--- src/rtl/inst_fetch_if.sv ---
`default_nettype none
// +------------------------------------------------------------------------+
// | Module   : inst_fetch_if                                               |
// | Purpose  : Bundles the signals of the instruction fetch stage: the     |
// |            instruction-memory req/gnt/rvalid handshake, the redirect   |
// |            request from ID/EX and the valid/stall handshake to ID.     |
// | Modports : master - fetch stage (drives imem_req/imem_addr and the     |
// |                     inst_* outputs)                                    |
// |            slave  - environment (memory, ID/EX)                        |
// | Revision : 1.0 - initial release                                       |
// +------------------------------------------------------------------------+
interface inst_fetch_if #(
  parameter int W = 32
);
  // instruction memory
  logic         imem_req;
  logic [W-1:0] imem_addr;
  logic         imem_gnt;
  logic         imem_rvalid;
  logic [W-1:0] imem_rdata;
  // control flow change from ID/EX
  logic         redirect;
  logic [W-1:0] redirect_pc;
  // decoder side
  logic         stall;
  logic         inst_valid;
  logic [W-1:0] inst;
  logic [W-1:0] inst_pc;

  modport master (
    output imem_req, imem_addr,
    input  imem_gnt, imem_rvalid, imem_rdata,
    input  redirect, redirect_pc, stall,
    output inst_valid, inst, inst_pc
  );

  modport slave (
    input  imem_req, imem_addr,
    output imem_gnt, imem_rvalid, imem_rdata,
    output redirect, redirect_pc, stall,
    input  inst_valid, inst, inst_pc
  );
endinterface
`default_nettype wire

--- src/rtl/inst_fetch.sv ---
`default_nettype none
// +------------------------------------------------------------------------+
// | Module   : inst_fetch                                                  |
// | Purpose  : Instruction fetch stage. Holds the PC, issues word fetches  |
// |            over a req/gnt/rvalid handshake, buffers returned words     |
// |            with their PCs in an in-order queue and hands them to ID    |
// |            with a valid/stall handshake. Redirects flush the queue and |
// |            discard responses still in flight.                          |
// | Ports    : clk   - clock                                               |
// |            rst   - synchronous active-high reset                       |
// |            bus   - inst_fetch_if.master (imem_*, redirect*, stall,     |
// |                    inst_valid, inst, inst_pc)                          |
// | Revision : 1.0 - initial release                                       |
// +------------------------------------------------------------------------+
module inst_fetch #(
  parameter int           W          = 32,
  parameter logic [W-1:0] RESET_PC   = 32'hBFC0_0000,
  parameter int           FIFO_DEPTH = 2
) (
  input  logic         clk,
  input  logic         rst,
  inst_fetch_if.master bus
);

  // FIFO_DEPTH is a power of two >= 2, so pointers wrap naturally.
  localparam int AW = $clog2(FIFO_DEPTH);
  // Occupancy counters must be able to hold FIFO_DEPTH itself.
  localparam int CW = $clog2(FIFO_DEPTH + 1);
  // Back-to-back redirects can stack up to 2*FIFO_DEPTH stale responses.
  localparam int KW = $clog2(2 * FIFO_DEPTH + 1);

  // ---------------------------------------------------------------------
  // State
  // ---------------------------------------------------------------------
  logic [W-1:0]  pc;

  // returned-word queue {pc, word}
  logic [W-1:0]  q_pc   [FIFO_DEPTH];
  logic [W-1:0]  q_word [FIFO_DEPTH];
  logic [AW-1:0] q_rd;
  logic [AW-1:0] q_wr;
  logic [CW-1:0] fcnt;

  // addresses of granted fetches whose data has not returned yet
  logic [W-1:0]  aq     [FIFO_DEPTH];
  logic [AW-1:0] aq_rd;
  logic [AW-1:0] aq_wr;
  logic [CW-1:0] ocnt;

  // responses still owed by memory for fetches abandoned by a redirect
  logic [KW-1:0] kcnt;

  // ---------------------------------------------------------------------
  // Combinational handshake logic
  // ---------------------------------------------------------------------
  logic          valid;
  logic          deq;
  logic          credit;
  logic          req;
  logic          grant;
  logic          kill;
  logic          accept;
  logic [CW:0]   used;

  assign valid  = (fcnt != '0);
  assign deq    = valid & ~bus.stall;

  // Slots already claimed after this cycle's pop; a new fetch is only
  // issued when its word is guaranteed a queue entry on return.
  assign used   = {1'b0, fcnt} + {1'b0, ocnt} - {{CW{1'b0}}, deq};
  assign credit = (used < (CW+1)'(FIFO_DEPTH));

  // Redirect withdraws the request so the stale PC is never granted;
  // the new PC goes out on the following cycle.
  assign req    = ~rst & ~bus.redirect & credit;
  assign grant  = req & bus.imem_gnt;

  // Stale responses drain first; an rvalid with nothing owed is ignored.
  assign kill   = bus.imem_rvalid & (kcnt != '0);
  assign accept = bus.imem_rvalid & (kcnt == '0) & (ocnt != '0);

  assign bus.imem_req   = req;
  assign bus.imem_addr  = pc;
  assign bus.inst_valid = valid;
  assign bus.inst       = valid ? q_word[q_rd] : '0;
  assign bus.inst_pc    = valid ? q_pc[q_rd]   : '0;

  // ---------------------------------------------------------------------
  // Control state
  // ---------------------------------------------------------------------
  always_ff @(posedge clk) begin
    if (rst) begin
      pc    <= RESET_PC;
      q_rd  <= '0;
      q_wr  <= '0;
      fcnt  <= '0;
      aq_rd <= '0;
      aq_wr <= '0;
      ocnt  <= '0;
      kcnt  <= '0;
    end else if (bus.redirect) begin
      // Everything outstanding becomes stale. A response arriving right
      // now (killed or not) is discarded, so it is already paid for.
      pc    <= {bus.redirect_pc[W-1:2], 2'b00};
      q_rd  <= '0;
      q_wr  <= '0;
      fcnt  <= '0;
      aq_rd <= '0;
      aq_wr <= '0;
      ocnt  <= '0;
      kcnt  <= kcnt + KW'(ocnt) - KW'(kill | accept);
    end else begin
      if (grant) begin
        pc    <= pc + W'(4);
        aq_wr <= aq_wr + AW'(1);
      end
      if (accept) begin
        q_wr  <= q_wr + AW'(1);
        aq_rd <= aq_rd + AW'(1);
      end
      if (deq) begin
        q_rd  <= q_rd + AW'(1);
      end
      if (kill) begin
        kcnt  <= kcnt - KW'(1);
      end
      fcnt <= fcnt + CW'(accept) - CW'(deq);
      ocnt <= ocnt + CW'(grant) - CW'(accept);
    end
  end

  // ---------------------------------------------------------------------
  // Queue storage (no reset needed: entries are qualified by the counts)
  // ---------------------------------------------------------------------
  always_ff @(posedge clk) begin
    if (!rst && !bus.redirect) begin
      if (grant) begin
        aq[aq_wr] <= pc;
      end
      if (accept) begin
        q_pc[q_wr]   <= aq[aq_rd];
        q_word[q_wr] <= bus.imem_rdata;
      end
    end
  end

endmodule
`default_nettype wire

--- src/flat_wrapper.sv ---
// flat-port wrapper written by rule: the top's interface ports become plain ports
module inst_fetch_flat 
#(
  parameter int           W          = 32,
  parameter logic [W-1:0] RESET_PC   = 32'hBFC0_0000,
  parameter int           FIFO_DEPTH = 2
)
  (clk, rst, bus_imem_req, bus_imem_addr, bus_imem_gnt, bus_imem_rvalid, bus_imem_rdata, bus_redirect, bus_redirect_pc, bus_stall, bus_inst_valid, bus_inst, bus_inst_pc);
  inst_fetch_if #(.W(W)) bus_i ();
  input  logic clk;
  input  logic rst;
  output wire logic [$bits(bus_i.imem_req)-1:0] bus_imem_req;
  output wire logic [$bits(bus_i.imem_addr)-1:0] bus_imem_addr;
  input wire logic [$bits(bus_i.imem_gnt)-1:0] bus_imem_gnt;
  input wire logic [$bits(bus_i.imem_rvalid)-1:0] bus_imem_rvalid;
  input wire logic [$bits(bus_i.imem_rdata)-1:0] bus_imem_rdata;
  input wire logic [$bits(bus_i.redirect)-1:0] bus_redirect;
  input wire logic [$bits(bus_i.redirect_pc)-1:0] bus_redirect_pc;
  input wire logic [$bits(bus_i.stall)-1:0] bus_stall;
  output wire logic [$bits(bus_i.inst_valid)-1:0] bus_inst_valid;
  output wire logic [$bits(bus_i.inst)-1:0] bus_inst;
  output wire logic [$bits(bus_i.inst_pc)-1:0] bus_inst_pc;
  assign bus_imem_req = bus_i.imem_req;
  assign bus_imem_addr = bus_i.imem_addr;
  assign bus_i.imem_gnt = bus_imem_gnt;
  assign bus_i.imem_rvalid = bus_imem_rvalid;
  assign bus_i.imem_rdata = bus_imem_rdata;
  assign bus_i.redirect = bus_redirect;
  assign bus_i.redirect_pc = bus_redirect_pc;
  assign bus_i.stall = bus_stall;
  assign bus_inst_valid = bus_i.inst_valid;
  assign bus_inst = bus_i.inst;
  assign bus_inst_pc = bus_i.inst_pc;
  inst_fetch #(.W(W), .RESET_PC(RESET_PC), .FIFO_DEPTH(FIFO_DEPTH)) u_core (.clk(clk), .rst(rst), .bus(bus_i));
endmodule
--- config.mk ---
export PLATFORM = sky130hd
export DESIGN_NAME = inst_fetch_flat
export DESIGN_NICKNAME = d
export VERILOG_FILES = /design/src/rtl/inst_fetch_if.sv /design/src/rtl/inst_fetch.sv /design/src/flat_wrapper.sv
export SDC_FILE = /design/constraint.sdc
export NUM_CORES = 1
export LEC_CHECK = 0
export ABC_AREA = 1
export BUFFER_PORTS_ARGS = -buffer_cell sky130_fd_sc_hd__buf_4
export CAP_MARGIN = 0
export CORE_ASPECT_RATIO = 0.75
export CORE_MARGIN = 10
export CORE_UTILIZATION = 30
export DETAILED_ROUTE_END_ITERATION = 8
export GPL_TIMING_DRIVEN = 0
export PLACE_DENSITY_LB_ADDON = 0.1
export SETUP_SLACK_MARGIN = 0.4
export SYNTH_ARGS = -nofsm -noshare
export SYNTH_HDL_FRONTEND = slang
export SYNTH_SLANG_ARGS = --single-unit
--- constraint.sdc ---
create_clock -name clk -period 6.32 [get_ports clk]
set_input_delay 0 -clock clk [delete_from_list [all_inputs] [get_ports clk]]
set_output_delay 0 -clock clk [all_outputs]
set_load 0.01 [all_outputs]
==> run_results.csv, run 1 <==
group,metric,value,unit
outcome,status,"complete, no violations",
yosys,yosys-top-cells-count,"nand2_1, edfxtp_1, a21oi_1",
pwr,cellPowerDensity,260,nW/um^2
yosys,synthAdderAreaFrac,1.83,%
sta,fin_crit_sh,65.0,%
floorplanning,start_util,30.7,%
yosys,synth-seq-cells,227,
floorplanning,num_io_pins,168,
yosys,synthMuxAreaShare,3.48,%
critical_path,critPathLaunchType,"flip-flop",
yosys,synthFlopType,"edfxtp_1",
critical_path,reg2reg_to,"u_core.bus.imem_addr[3]",
sta,rsz0062_at_grt,"no",
placed_design,dp_cells,1506,
finish,final_area,13200,um^2
critical_path,critPathMaxFanout,10,
critical_path,reg2reg_depth,14,
clock_network,cts.sinks,227,
finish,final-seq-area,6390,um^2
route,viasPerCell,4.40,
clock_network,clock_latency,0.54,ns
floorplanning,core_area,31600,um^2
critical_path,reg2reg_slack,2.21,ns
hold_path,hold_depth,7,
yosys,synth_xor_area_share,1.17,%
yosys,synth_top_area_share,56.9,%
placed_design,placed_cell_area,11700,um^2
yosys,synth-seq-area-share,65.8,%
global_routing,grt_antenna_before_repair,0,
sta,drv_slew,0,
global_routing,grt_max_degree,31,
placed_design,portBuffers,161,
yosys,synthDistinctLibCells,38,
floorplanning,die-area,40000,um^2
pwr,worst_ir_drop_vdd,0.162,mV
yosys,synth_compound_area_share,6.77,%
pwr,p_leak,0.00512,uW
clock_network,cts-resized-gates,0,
finish,synthToLayoutAreaGrowth,35.8,%
global_routing,grt_pass1_wl,43200,um
floorplanning,row_count,56,
route,ant_nets,0,
job,maxCapViolations,0,
hold_path,hold_end,"u_core.bus.imem_addr[10]",
finish,diodes,0,
route,drt_wl_total,27800,um
hold_path,worstHoldStart,"bus_imem_gnt",
clock_network,clockRootBuffer,"clkbuf_16",
critical_path,crit_type,"flip-flop to flip-flop",
placed_design,hpwl,20200,um
sta,clock-skew-final,0.0122,ns
clock_network,path_clk_slew,0.06,ns
clock_network,post-cts-setup-buffer-count,0,
route,wl_per_cell,17.1,um
placed_design,gp_congestion,0.835,
critical_path,end_kind,"flip-flop",
floorplanning,dieHeight,176,um
sta,worst_pin_slew,1.29,ns
clock_network,clock_path_buffers,3,
clock_network,cts_buffers,25,
hold_path,hp-class,"primary input to flip-flop",
finish,nets,1250,
sta,setup_viol,0,
route,drt_first_pass_iters,5,
yosys,synth.avg_cell_area,10.8,um^2
finish,fill_cells,3087,
yosys,synth_area,9710,um^2
sta,slew_headroom,13.6,%
yosys,yosys.area_share.simple,16.5,%
sta,fin_crit,4.11,ns
critical_path,worstPathRequired,6.80,ns
clock_network,cts_tree,"yes",
finish,multi_input_area,2930,um^2
global_routing,gr-total-overflow,0,
clock_network,holdBufCountCts,69,
clock_network,htree_num_levels,1,
yosys,yosys.area.top_type,"edfxtp_1",
yosys,ys_async_sr_fraction,0,%
yosys,synth.area.top_cells,"edfxtp_1, nand2_1, dfxtp_1",
sta,fmax,244,MHz
route,vias,7126,
global_routing,grt_use_total,13.8,%
floorplanning,dieWidth,228,um
finish,final_cells,1620,
global_routing,grt_pass1_vias,7160,
finish,layout-drive-gt1-share,24.0,%
yosys,synth_top_family_by_area,"simple AND/OR/NAND/NOR gates",
route,drc,0,
critical_path,worstReg2RegStart,"u_core.fcnt[1]",
route,drt_iter0_markers,402,
yosys,synth_edf_count,184,
critical_path,arrival,4.58,ns
yosys,synth_warnings,0,
yosys,syn_inst,897,
yosys,yosysMostFrequentCell,"nand2_1",
sta,final_hold_viol_count,0,
==> critical path, stage by stage (launching register included) <==
cell	delay [ns]
dfxtp_1	0.33
nor2_1	0.98
nor2_1	0.22
ha_1	0.36
inv_1	0.09
nand2_1	0.07
fa_1	0.47
nand2_1	0.08
inv_2	0.06
nand3_2	0.11
nand2_2	0.16
buf_2	0.29
o21ai_0	0.11
a31oi_1	0.15
dlygate4sd3_1	0.56
==> cell usage in the layout (no fill, tap or decap), types with 4 or more instances in the layout <==
| cell | instances |
|---|---|
| xor2_1 | 6 |
| o21ai_0 | 23 |
| a31oi_1 | 4 |
| nor3_1 | 7 |
| xnor2_1 | 7 |
| nor2_4 | 4 |
| clkinv_2 | 5 |
| dlygate4sd3_1 | 69 |
| inv_2 | 4 |
| inv_1 | 63 |
| buf_4 | 167 |
| buf_6 | 5 |
| a21oi_1 | 91 |
| nor2_1 | 37 |
| clkbuf_1 | 31 |
| clkbuf_16 | 25 |
| buf_2 | 4 |
| nand2_1 | 269 |
| nand2_2 | 5 |
| bufinv_16 | 4 |
| nor2_2 | 13 |
| nand3_1 | 29 |
| conb_1 | 4 |
| ha_1 | 11 |
| edfxtp_1 | 184 |
| mux2_2 | 30 |
| dfxtp_1 | 43 |
==> how the worst max path moves through the flow <==
stage / startpoint / to / slack, ns / cells after the start
after global routing: u_core.fcnt[1] / u_core.bus.imem_addr[3] / 1.86 / 14
final: u_core.fcnt[1] / u_core.bus.imem_addr[3] / 2.21 / 14
after CTS: u_core.fcnt[1] / u_core.bus.imem_addr[3] / 2.08 / 14
after detailed placement: u_core.fcnt[1] / u_core.ocnt[1] / 2.48 / 14
after global placement: u_core.kcnt[1] / u_core.q_pc[1][30] / -2.81 / 6
after floorplan: u_core.kcnt[0] / u_core.q_pc[1][10] / 0.62 / 6
==> report_power, final <==
part	total, uW	switching (uW)	leakage, uW	internal, uW
combinational	249	124	0.00270	125
clock	1490	592	0.000402	895
sequential	1690	42.5	0.00202	1640
total	3420	759	0.00512	2660
==> metrics by stage <==
| stage | hold slack, ns | worst slack (ns) | util [%] | TNS [ns] | total power (uW) |
|---|---|---|---|---|---|
| after detailed placement | 0.188 | 2.48 | 36.9 | 0 | 1930 |
| after global placement | 0.185 | -2.81 | 36.3 | -174.09 | 1930 |
| final | 0.0487 | 2.21 | 41.7 | 0 | 3420 |
| after floorplan | 0.0989 | 0.621 | - | 0 | 1810 |
| after CTS | 0.0204 | 2.08 | 41.7 | 0 | 3470 |
| after global routing | 0.0496 | 1.86 | 41.7 | 0 | 3560 |
==> final cells by class <==
class                   instances  share of cell area [%]
plain buffers                  38                    1.29
clock buffers                  31                    4.92
clock inverters                14                    1.41
inverters                      68                    1.95
multi-input cells             567                    22.2
flip-flops and latches        227                    48.4
well taps                     435                    4.13
repair buffers                240                    15.6
==> flip-flops by register name (all words and copies together), names as in the netlist, named ones only <==
| name | cells |
|---|---|
| u_core.kcnt | 3 |
| u_core.q_word | 64 |
| u_core.aq_wr | 1 |
| u_core.bus.imem_addr | 30 |
| u_core.q_rd | 1 |
| u_core.q_pc | 60 |
| u_core.aq_rd | 1 |
| u_core.aq | 60 |
| u_core.ocnt | 2 |
| u_core.q_wr | 1 |
| u_core.fcnt | 2 |
==> logic make-up (layout without fill, tap and decap cells) <==
| group | count (synthesis) | count (layout) |
|---|---|---|
| buffers and inverters | 106 | 391 |
| XOR/XNOR | 13 | 13 |
| multiplexers | 30 | 30 |
| adder cells (fa/ha/maj) | 13 | 13 |
| AND/OR/NAND/NOR | 380 | 380 |
| other | 1 | 4 |
| flip-flops | 227 | 227 |
| AO/OA/AOI/OAI | 127 | 127 |
==> layer usage <==
metal / vias up / global-route usage, % / part of all wire [%]
li1: 3582 / - / -
met5: - / 0 / 0
met4: 0 / 2.48 / 1.5
met1: 3328 / 19.4 / 49
met3: 34 / 3.41 / 6.1
met2: 182 / 21.2 / 44
(Power assumes the default switching activity.)
==> inputs of run 2 (changes only) <==
Clock period 6.32 ns to 3.5 ns, I/O delays scaled along.
==> run 2 against run 1 <==
- non-clock buffer count increased by 6
- sequential power grew 80%
- final area increased by 1.6%
- combinational power increased by 83%
- clock power up 89%
- sequential cell count did not move
- total power up 85%
- die area unchanged
- worst hold slack got worse by 0.018 ns
==> run_results.csv, run 2 (same netlist as run 1, synthesis figures left out) <==
group,metric,value,unit
route,vias,7132,
placed_design,portBuffers,161,
finish,top_register,"u_core.q_word",
finish,diodes,0,
placed_design,gp_congestion,0.822,
critical_path,crit_path_start,"u_core.fcnt[0]",
clock_network,clock_latency,0.54,ns
sta,rsz0062_at_grt,"no",
critical_path,critPathMaxFanout,10,
sta,clock-skew-final,0.00901,ns
critical_path,reg2reg_depth,15,
critical_path,cp_slowest_cell,"fa_1",
placed_design,hpwl,20100,um
critical_path,critPathLaunchType,"flip-flop",
finish,mostFrequentLayoutCells,"nand2_1, edfxtp_1, buf_4, a21oi_1, dlygate4sd3_1",
global_routing,grt_antenna_before_repair,0,
clock_network,cts_tree,"yes",
outcome,status,"complete, no violations",
floorplanning,dieWidth,228,um
critical_path,worstPathRequired,3.95,ns
floorplanning,die-area,40000,um^2
route,drc,0,
global_routing,grt_pass1_wl,43500,um
finish,reg_top3,"u_core.q_word x64, u_core.aq x60, u_core.q_pc x60",
clock_network,cts.sinks,227,
critical_path,crit_path_max_incr_delay,0.42,ns
route,drt_wl_total,28000,um
pwr,cellPowerDensity,472,nW/um^2
route,drt_first_pass_iters,5,
hold_path,hp-class,"primary input to flip-flop",
sta,slew_headroom,51.3,%
finish,largest_reg_flops,64,
critical_path,reg2reg_slack,0.67,ns
global_routing,gr-total-overflow,0,
critical_path,arrival,3.28,ns
route,ant_nets,0,
finish,final-seq-area,6390,um^2
route,viasPerCell,4.38,
job,maxCapViolations,0,
sta,fmax,353,MHz
placed_design,dp_cells,1503,
finish,layout-drive-gt1-share,25.0,%
route,drt_iter0_markers,411,
finish,fill_cells,3067,
finish,multi_input_area,2980,um^2
critical_path,end_kind,"flip-flop",
sta,worst_pin_slew,0.730,ns
global_routing,grt_max_degree,30,
finish,synthToLayoutAreaGrowth,37.9,%
critical_path,reg2reg_to,"u_core.ocnt[1]",
pwr,worst_ir_drop_vdd,0.290,mV
finish,final_common_cell,"nand2_1",
critical_path,critPathCapture,"u_core.ocnt[1]",
global_routing,grt_pass1_vias,7271,
global_routing,grt_use_total,13.8,%
finish,final_cells,1629,
critical_path,crit_path_cell_trace,"nor2_4 > buf_8 > nor2_4 > ha_1 > inv_1 > nand2_1 > fa_1 > nand2_1 > inv_2 > nand3_2 > inv_2 > buf_2 > ha_1 > or2_2 > a21oi_1",
finish,nets,1258,
floorplanning,dieHeight,176,um
sta,fin_crit_sh,81.0,%
floorplanning,start_util,30.7,%
pwr,total_power,6320,uW
floorplanning,core_area,31600,um^2
finish,postLayoutCoreUtil,42.4,%
floorplanning,num_io_pins,168,
critical_path,worstReg2RegStart,"u_core.fcnt[0]",
clock_network,cts_buffers,25,
floorplanning,row_count,56,
sta,setup-tns-final,0,ns
sta,fin_crit,2.83,ns
sta,drv_slew,0,
route,wl_per_cell,17.2,um
clock_network,path_clk_slew,0.06,ns
clock_network,clockRootBuffer,"clkbuf_16",
clock_network,clock_path_buffers,3,
sta,final_hold_viol_count,0,
clock_network,htree_num_levels,1,
pwr,p_leak,0.00522,uW
critical_path,crit_type,"flip-flop to flip-flop",
finish,final_area,13400,um^2
sta,setup_viol,0,
placed_design,placed_cell_area,11700,um^2
[run 2: changes by cell type in the layout (fill, tap and decap cells not counted), moves of 2 or more]
cell and change:
buf_12 +2, buf_16 +2, buf_4 +5, buf_6 -5, clkbuf_1 -2, clkbuf_8 +3, nor2_1 -2, nor2_4 +4
[run 2: cell type report]
class                      instances  share of cell area, %
clock buffer                      32                   5.09
multi-input combinational        569                   22.2
tap                              435                   4.07
clock inverter                    14                   1.59
buffer                            38                   1.27
inverter                          68                   1.92
timing repair buffer             246                   16.1
sequential                       227                   47.7
[run 2: repair_timing]
action / in CTS / in global routing
hold buffers: 70 / 0
pin swaps: 3 / 1
buffers inserted: 7 / 1
resized for setup: 4 / 2
cloned: 2 / 0
endpoints found under the hold margin: 100 / 0
setup endpoints to repair: 62 / 5
[run 2: routing by layer]
| metal | track usage [%] | vias to the layer above | wire length [um] |
|---|---|---|---|
| li1 | - | 3601 | - |
| met1 | 19.6 | 3302 | 13800 |
| met2 | 21.1 | 195 | 12000 |
| met3 | 2.93 | 34 | 1750 |
| met4 | 2.62 | 0 | 428 |
| met5 | 0 | - | 0 |
[run 2: worst min path at each step]
stage                             startpoint                       to  slack [ns]  depth (start not counted)
final                           bus_imem_gnt  u_core.bus.imem_addr[8]        0.03                          7
after global routing            bus_imem_gnt  u_core.bus.imem_addr[2]        0.06                          5
after CTS                       bus_imem_gnt  u_core.bus.imem_addr[8]        0.01                          7
after detailed placement  bus_imem_rdata[29]     u_core.q_word[0][29]        0.19                          1
after global placement    bus_imem_rdata[26]     u_core.q_word[1][26]        0.19                          1
after floorplan            bus_imem_rdata[0]      u_core.q_word[0][0]         0.1                          0
[run 2: critical path, delay by kind of cell (launching register included)]
kind                       cells  cell delay [ns]
and+or+nand+nor                6             0.75
AOI/OAI and AO/OA              1             0.13
buffers and inverters          5             0.60
DFF                            1             0.33
adders and majority gates      3             0.94
[run 2: power breakdown]
| group | total (uW) | leakage, uW | internal (uW) | switching [uW] |
|---|---|---|---|---|
| Combinational | 455 | 0.00277 | 229 | 227 |
| Clock | 2820 | 0.000434 | 1750 | 1070 |
| Sequential | 3050 | 0.00202 | 2970 | 80.1 |
| Total | 6320 | 0.00522 | 4950 | 1380 |
[run 2: per-stage QoR]
| stage | hold WS (ns) | setup WS (ns) |
|---|---|---|
| 2_1_floorplan | 0.0989 | -0.263 |
| 3_3_place_gp | 0.185 | -2.34 |
| 3_5_place_dp | 0.188 | -0.0762 |
| 4_1_cts | 0.0107 | 0.450 |
| 5_1_grt | 0.0562 | 0.433 |
| 6_report | 0.0306 | 0.667 |
==> inputs of run 3 (changes only) <==
Clock period 3.5 ns to 2.9 ns, I/O delays scaled along.
==> run 3 against run 2 <==
- final area increased by 1.2%
- die area unchanged
- first-iteration DRC count rose by 0.49%
- worst hold slack improved by 0.15 ns
- sequential power grew 20%
- largest power group unchanged
- non-clock buffer count is 19 higher
- combinational power increased by 31%
- worst setup slack worse by 0.22 ns
- sequential share of layout area fell by 0.53 points
- register-to-register slack worse by 0.22 ns
- global-route usage grew 0.18 points
==> run_results.csv, run 3 (same netlist as run 1, synthesis figures left out) <==
group,metric,value,unit
outcome,status,"complete, no violations",
sta,fmax,407,MHz
pwr,worst_ir_drop_vdd,0.362,mV
pwr,p_int,5630,uW
pwr,p_switching,1660,uW
finish,diodes,0,
global_routing,grt_pass1_vias,7374,
floorplanning,die-area,40000,um^2
placed_design,hpwl,20000,um
clock_network,clock_latency,0.53,ns
clock_network,htree_num_levels,1,
global_routing,gr-total-overflow,0,
route,drc,0,
finish,synthToLayoutAreaGrowth,39.6,%
global_routing,grt_use_total,13.9,%
critical_path,critPathLaunchType,"flip-flop",
placed_design,portBuffers,161,
critical_path,crit_type,"flip-flop to flip-flop",
sta,setup_viol,0,
pwr,combPwrFrac,8.2,%
floorplanning,num_io_pins,168,
critical_path,cp_slowest_cell,"fa_2",
hold_path,worstHoldStart,"bus_imem_gnt",
sta,fin_crit,2.46,ns
finish,top_register,"u_core.q_word",
sta,drv_slew,0,
pwr,p_sw_share,22.8,%
placed_design,dp_cells,1502,
route,wl_met3,1550,um
clock_network,clockRootBuffer,"clkbuf_16",
route,viasPerCell,4.34,
finish,fill_cells,3042,
job,maxCapViolations,0,
route,met2_length,12300,um
floorplanning,row_count,56,
critical_path,worstReg2RegStart,"u_core.fcnt[0]",
sta,clock-skew-final,0.0108,ns
route,top_layer,"met4",
floorplanning,core_area,31600,um^2
global_routing,grt_antenna_before_repair,0,
critical_path,worstPathRequired,3.30,ns
pwr,cellPowerDensity,538,nW/um^2
critical_path,critPathMaxFanout,7,
finish,final_common_cell,"nand2_1",
critical_path,crit_path_max_incr_delay,0.54,ns
global_routing,grt_pass1_wl,43900,um
critical_path,crit_path_start,"u_core.fcnt[0]",
floorplanning,start_util,30.7,%
clock_network,clock_path_buffers,3,
finish,nets,1277,
finish,layout-drive-gt1-share,27.5,%
floorplanning,dieWidth,228,um
global_routing,grt_max_degree,31,
finish,mostFrequentLayoutCells,"nand2_1, buf_4, edfxtp_1, a21oi_1, dlygate4sd3_1",
finish,final_cells,1648,
finish,postLayoutCoreUtil,42.9,%
finish,final_area,13500,um^2
pwr,power_frac_clock,41.4,%
clock_network,path_clk_slew,0.06,ns
pwr,p_leak,0.00530,uW
pwr,seqPwrFrac,50.4,%
route,drt_wl_total,28500,um
placed_design,gp_congestion,0.847,
sta,slew_headroom,55.2,%
route,wl_met1,14300,um
floorplanning,dieHeight,176,um
critical_path,end_kind,"flip-flop",
sta,fin_crit_sh,84.7,%
route,drt_iter0_markers,413,
finish,reg_top3,"u_core.q_word x64, u_core.aq x60, u_core.q_pc x60",
route,ant_nets,0,
clock_network,cts_buffers,25,
sta,rsz0062_at_grt,"yes",
critical_path,crit_path_cell_trace,"nor2_4 > nor2_4 > ha_4 > inv_4 > nand2_4 > fa_2 > nand2_2 > inv_2 > nand3_4 > buf_12 > buf_4 > buf_4 > nor2_2 > xnor2_1 > a21oi_1",
route,vias,7160,
sta,final_hold_viol_count,0,
route,wl_per_cell,17.3,um
sta,worst_pin_slew,0.672,ns
critical_path,arrival,2.86,ns
hold_path,hp-class,"primary input to flip-flop",
clock_network,cts_tree,"yes",
route,drt_first_pass_iters,6,
placed_design,placed_cell_area,11700,um^2
clock_network,cts.sinks,227,
finish,largest_reg_flops,64,
## run 3: changes by cell type in the layout (fill, tap and decap cells not counted), moves of 3 or more
cell | previous run | this run
buf_2 | 4 | 1
buf_4 | 172 | 191
bufinv_16 | 5 | 2
clkbuf_1 | 29 | 24
clkbuf_8 | 3 | 0
clkinv_1 | 2 | 7
ha_1 | 11 | 8
inv_1 | 63 | 59
inv_4 | 0 | 3
nand2_1 | 269 | 264
nand2_4 | 1 | 4
## run 3: layout make-up
type | count | area, um^2 | area share [%]
plain buffers | 38 | 208 | 1.53
clock buffers | 26 | 629 | 4.64
clock inverters | 20 | 153 | 1.13
inverters | 68 | 264 | 1.95
multi-input cells | 569 | 3060 | 22.6
flip-flops and latches | 227 | 6390 | 47.2
well taps | 435 | 544 | 4.02
repair buffers | 265 | 2300 | 17.0
## run 3: what timing repair did
action	in CTS	in global routing
endpoints found under the hold margin	100	0
pin swaps	8	6
setup buffers	18	9
setup endpoints to repair	102	97
hold buffers	70	0
cloned	2	1
resized for setup	16	18
## run 3: critical path: cells and delay by family (launching register included)
kind | cells | cell delay (ns)
fa+ha+maj | 2 | 0.75
buf+inv | 5 | 0.59
simple gates | 6 | 0.46
flops | 1 | 0.33
xor+xnor | 1 | 0.12
compound gates | 1 | 0.08
## run 3: path summary, 6_finish.rpt
path                                    to  cells after the start  slack (ns)
setup / recovery  u_core.bus.imem_addr[11]                     15        0.44
hold / removal     u_core.bus.imem_addr[7]                      9        0.18
setup reg to reg  u_core.bus.imem_addr[11]                     15        0.44
hold reg to reg             u_core.kcnt[2]                      1        0.45
## run 3: power groups by stage
stage | registers (uW) | logic (uW) | clock network [uW]
after floorplan | 3720 | 258 | 0
after detailed placement | 3740 | 489 | 0
after global routing | 3680 | 668 | 3260
final | 3670 | 597 | 3020
after CTS | 3670 | 587 | 3120
after global placement | 3740 | 486 | 0
## run 3: routing by layer
layer	vias to the layer above	GRT usage [%]
met5	-	0
met4	0	2.73
met3	27	3.30
met2	160	21.2
met1	3332	19.8
li1	3641	-
## run 3: metrics by stage
stage	setup TNS, ns	setup WS (ns)	hold WS, ns	power [uW]
2_1_floorplan	0	0.185	0.0989	3970
3_3_place_gp	-91.34	-0.968	0.186	4230
3_5_place_dp	-27.96	-0.470	0.189	4230
4_1_cts	0	0.416	0.00202	7380
5_1_grt	0	0.353	0.188	7610
6_report	0	0.445	0.178	7290
